`config.mk`:
```
export PLATFORM = sky130hd
export DESIGN_NAME = mem_responder
export DESIGN_NICKNAME = d
export VERILOG_FILES = /design/src/rtl/mem_responder.sv
export SDC_FILE = /design/constraint.sdc
export NUM_CORES = 2
export LEC_CHECK = 0
export CAP_MARGIN = 20
export CORE_UTILIZATION = 46
export DETAILED_ROUTE_END_ITERATION = 8
export DONT_BUFFER_PORTS = 1
export GPL_TIMING_DRIVEN = 1
export PLACE_DENSITY_LB_ADDON = 0.12
export SYNTH_ARGS = -nofsm -noshare
export SYNTH_HDL_FRONTEND = slang
export SYNTH_SLANG_ARGS = --single-unit
```
`constraint.sdc`:
```
create_clock -name clk -period 17 [get_ports clk]
set_input_delay 1.7 -clock clk [delete_from_list [all_inputs] [get_ports clk]]
set_output_delay 1.7 -clock clk [all_outputs]
set_load 0.05 [all_outputs]
```
`src/rtl/mem_responder.sv`:
```
//==============================================================================
// Module   : mem_responder
// Purpose  : Wait-state memory slave (IDLE/BUSY/DONE) with a one-cycle
//            completion strobe. Optional range check under MEM_RESP_ERR_EN.
// Revision : 1.0 - initial release
//==============================================================================
`default_nettype none

module mem_responder #(
    parameter int DEPTH = 256,
    parameter int WAIT  = 2
) (
    input  logic        clk,
    input  logic        rst,
    input  logic        readMEM,
    input  logic        writeMEM,
    input  logic [15:0] addr,
    input  logic [15:0] wdata,
    output logic [15:0] rdata,
    output logic        data_oe,
    output logic        memDataReady,
    output logic        err
);

    localparam int         c_IDX_W = (DEPTH > 1) ? $clog2(DEPTH) : 1;
    localparam logic [3:0] c_WAIT  = 4'(WAIT);

    typedef enum logic [1:0] {
        IDLE = 2'd0,
        BUSY = 2'd1,
        DONE = 2'd2
    } state_t;

    state_t               r_state;
    state_t               w_state_nxt;
    logic [3:0]           r_cnt;
    logic [c_IDX_W-1:0]   r_idx;
    logic [15:0]          r_wdata;
    logic                 r_op_wr;
    logic                 r_oor;
    logic [15:0]          r_rdata;
    logic                 r_oe;
    logic                 r_ready;
    logic [15:0]          r_mem [DEPTH];

    logic                 w_accept;
    logic                 w_complete;
    logic [c_IDX_W-1:0]   w_idx;
    logic [15:0]          w_wdata;
    logic                 w_op_wr;
    logic                 w_addr_oor;
    logic                 w_oor;
    logic                 w_unused_addr;

    assign w_accept = (r_state == IDLE) && (readMEM || writeMEM);

    // With WAIT=0 completion coincides with acceptance, so the live request
    // fields are used on that edge instead of the (not yet loaded) latches.
    assign w_idx   = w_accept ? addr[c_IDX_W-1:0] : r_idx;
    assign w_wdata = w_accept ? wdata             : r_wdata;
    assign w_op_wr = w_accept ? writeMEM          : r_op_wr;
    assign w_oor   = w_accept ? w_addr_oor        : r_oor;

`ifdef MEM_RESP_ERR_EN
    assign w_addr_oor = ({1'b0, addr} >= 17'(DEPTH));
`else
    assign w_addr_oor = 1'b0;
`endif

    assign w_unused_addr = ^addr;
    assign w_complete    = (w_state_nxt == DONE);

    always_comb begin
        w_state_nxt = r_state;
        case (r_state)
            IDLE: begin
                if (w_accept) begin
                    w_state_nxt = (c_WAIT == 4'd0) ? DONE : BUSY;
                end
            end
            BUSY: begin
                if (r_cnt == 4'd1) begin
                    w_state_nxt = DONE;
                end
            end
            DONE:    w_state_nxt = IDLE;
            default: w_state_nxt = IDLE;
        endcase
    end

    always_ff @(posedge clk or negedge rst) begin
        if (!rst) begin
            r_state <= IDLE;
            r_cnt   <= 4'd0;
            r_idx   <= '0;
            r_wdata <= 16'h0000;
            r_op_wr <= 1'b0;
            r_oor   <= 1'b0;
            r_rdata <= 16'h0000;
            r_oe    <= 1'b0;
            r_ready <= 1'b0;
        end else begin
            r_state <= w_state_nxt;
            if (w_accept) begin
                r_cnt   <= c_WAIT;
                r_idx   <= addr[c_IDX_W-1:0];
                r_wdata <= wdata;
                r_op_wr <= writeMEM;
                r_oor   <= w_addr_oor;
            end else if (r_state == BUSY) begin
                r_cnt <= r_cnt - 4'd1;
            end
            r_ready <= w_complete;
            r_oe    <= w_complete && !w_op_wr;
            if (w_complete && !w_op_wr) begin
                r_rdata <= w_oor ? 16'h0000 : r_mem[w_idx];
            end
        end
    end

    // Storage has no reset; the rst qualifier keeps a write from landing on
    // an edge where reset is asserted.
    always_ff @(posedge clk) begin
        if (rst && w_complete && w_op_wr && !w_oor) begin
            r_mem[w_idx] <= w_wdata;
        end
    end

`ifdef MEM_RESP_ERR_EN
    logic r_err;

    always_ff @(posedge clk or negedge rst) begin
        if (!rst) begin
            r_err <= 1'b0;
        end else begin
            r_err <= w_complete && w_oor;
        end
    end

    assign err = r_err;
`else
    assign err = 1'b0;
`endif

    assign rdata        = r_rdata;
    assign data_oe      = r_oe;
    assign memDataReady = r_ready;

endmodule

`default_nettype wire

```
==> flow_summary.toml <==
[logic_synthesis]
synth-async-reset-ratio_pct = 1.21
ys_ff_latch = 4146
syn_nets = 11700
synthDistinctLibCells = 90
synth_top_family_by_area = "simple AND/OR/NAND/NOR gates"
ys_warn_count = 0
synth_cells = 11600
synth_compound_area_share_pct = 7.87
synthSimpleGateAreaFrac_pct = 11.5
synth_fa_ha_area_share_pct = 0.0150
synth_common_cells = "edfxtp_1 (4096), nand2_1 (2319), nand3_1 (923), a211oi_1 (455), mux2i_1 (398)"
synth-main-ff-cell = "edfxtp_1"
synth_xor_area_share_pct = 0.00525
yosysTopAreaCell = "edfxtp_1"
synth_most_common_cell = "edfxtp_1"
syn_area_per_cell_sq_um = 14.4
muxShareOfSynthArea_pct = 3.65
yosysSeqAreaShare_pct = 74.5
synth_edf_count = 4096
synthTopCellsByArea = "edfxtp_1 (74%), nand2_1 (5.2%), nand3_1 (2.8%), mux2i_1 (2.4%), a211oi_1 (2.0%)"
yosysTopAreaCellShare_pct = 73.8
synthesis.area_sq_mm = 0.167

[clock_tree]
cts_made_buffers = 432
cts_tree = "yes"
clk_latency_ns = 1.04
post-cts-setup-buffer-count = 0
cts_hold_buf = 0
cts_root_buf = "clkbuf_16"
clock_sinks = 4146
ctsResizeCount = 0
clk_pin_slew_ns = 0.06
clockBufferDepth = 4
htree_levels = 5

[floorplan]
dieArea_sq_mm = 0.365
fp.dieH_microns = 604
pin_count = 55
die-width_microns = 604
row_count = 220
start_util_pct = 46.3
core_area_sq_mm = 0.360

[worst_setup_path]
criticalPathCategory = "in -> reg"
worstPathArrival_ns = 8.86
endpoint_kind = "flop"
critPathRequiredTime_ns = 17.97
worst-path-max-fanout = 151
cpMaxStageDelayCell = "nor4_1"
critPathMaxStageDelay_ns = 1.00
r2r-end = "rdata[6]$_DFFE_PN0P_"
start_kind = "input port"
crit_top_cell = "buf_12"
r2r_slack_ns = 9.27
timing.rr.start = "r_state[1]$_DFF_PN0_"
path_cells = "or2_4 > a21o_4 > nand2_8 > inv_16 > buf_12 > buf_12 > nand2_1 > a31oi_1 > o22ai_1 > nor4_1 > buf_4 > o2111a_1 > a32o_1"
ff2ff_path_depth = 13

[routing]
wire_per_inst_microns = 34.5
first_pass_iters = 6
final_antenna_net_count = 0
vias = 109000
drt-total-wl_microns = 582000
vias_per_cell = 6.43
drt_iter0_markers = 15700
drc_errors = 0

[timing]
setup_tns_ns = 0
slew_violations = 65
holdWs_ns = 0.439
min_period_ns = 7.88
clock_skew_ns = 0.0826
worst_pin_slew_ns = 1.61
max_freq_ghz = 0.127
finalSetupViolations = 0
slew_headroom_pct = -7.39
rsz0062_at_grt = "no"
post-route-period-util_pct = 46.4
finalHoldViolCount = 0

[placed_design]
finalWeightedCongestion = 0.916
dp.final_hpwl_microns = 341000
placed_area_sq_mm = 0.175
io_buffers = 0

[global_route]
grt_max_degree = 195
grt_usage_pct = 31.2
antenna_found_initial = 45
grt_pass1_vias = 102000
overflow = 0
grt_pass1_wl_microns = 800000

[status]
outcome = "finished with violations"
violations = "max-slew violations"

[finish]
design_area_sq_mm = 0.189
drive_above_1_share_pct = 13.2
layout.nets = 11800
postLayoutCoreUtil_pct = 52.4
area_growth_pct = 13.1

[flow_run]
drv_cap = 0

[power_and_ir_drop]
p_leak_nw = 63.0
powerDensity_mw_per_mm2 = 189
vdd_drop_max_v = 0.000176
p_total_mw = 35.7

[worst_hold_path]
hold_class = "in -> async"
[report_power, final]
group	switching (mW)	total [mW]	internal, mW	leakage [nW]
registers	0.201	13.4	13.2	37.7
clock network	4.04	9.39	5.36	6.80
logic	9.91	12.9	2.99	18.4
total	14.1	35.7	21.5	63.0
[logic make-up (layout without fill, tap and decap cells)]
group	count (synthesis)	in the layout
AO/OA/AOI/OAI	1802	1802
AND/OR/NAND/NOR	4291	4291
multiplexers	497	497
adder cells (fa/ha/maj)	2	2
flip-flops	4146	4146
other	1	24
XOR/XNOR	1	1
buffers and inverters	874	1365
[cells in the final DEF, fill, tap and decap left out, drive strengths merged, types with 12 or more instances in the layout]
cell	count
a2111oi	35
a211oi	455
a21oi	205
a22o	15
a22oi	64
a311o	17
a311oi	140
a31oi	251
a32oi	38
a41o	14
and3	364
buf	551
bufinv	40
clkbuf	544
clkinv	196
clkinvlp	14
dfrtp	50
diode	23
edfxtp	4096
inv	20
mux2i	398
mux4	88
nand2	2320
nand2b	199
nand3	924
nand4	43
nor2	309
nor3	41
nor4	40
o211ai	12
o21a	52
o21ai	82
o221ai	137
o22ai	125
o31ai	21
o32ai	45
or4	12
[worst max-delay path: cells and delay by family]
kind | cells | cell delay (ns)
and+or+nand+nor | 4 | 2.13
AOI/OAI and AO/OA | 5 | 1.99
buffers and inverters | 4 | 1.85
[metal layers]
metal | up-vias | track usage [%] | part of all wire, % | wire, microns
met1 | 56100 | 43.3 | 39 | 229000
met3 | 1171 | 7.38 | 11 | 66300
met5 | - | 0 | 0.024 | 138
li1 | 45000 | - | - | -
met2 | 6478 | 47.1 | 44 | 258000
met4 | 16 | 13.8 | 4.9 | 28700
[area by class of cell]
type | count | area [sq um]
Tap cell | 4773 | 5970
Clock buffer | 543 | 11400
Fill cell | 29600 | 171000
Sequential cell | 4146 | 124000
Timing Repair Buffer | 552 | 4680
Clock inverter | 259 | 2570
Antenna cell | 23 | 57.6
Inverter | 11 | 81.3
Multi-Input combinational cell | 6594 | 39600
[metrics by stage]
stage	instances	setup WS (ns)
2_1_floorplan	11600	9.52
3_3_place_gp	16000	8.61
3_5_place_dp	16100	8.62
4_1_cts	16900	9.69
5_1_grt	16900	9.37
6_report	16900	9.12
[how the worst max path moves through the flow]
stage,startpoint,endpoint
2_1_floorplan,writeMEM,r_mem[0][0]$_DFFE_PP_
3_3_place_gp,writeMEM,rdata[12]$_DFFE_PN0P_
3_5_place_dp,writeMEM,rdata[6]$_DFFE_PN0P_
4_1_cts,writeMEM,rdata[5]$_DFFE_PN0P_
5_1_grt,readMEM,rdata[6]$_DFFE_PN0P_
6_report,readMEM,rdata[6]$_DFFE_PN0P_
[flip-flops by register name (all words and copies together), names as in the netlist]
signal / flops
r_state: 2
r_mem: 4096
r_op_wr: 1
memDataReady: 1
r_cnt: 4
r_oor: 1
data_oe: 1
r_idx: 8
rdata: 16
r_wdata: 16
Note: power is estimated with default switching activity, not from simulation.
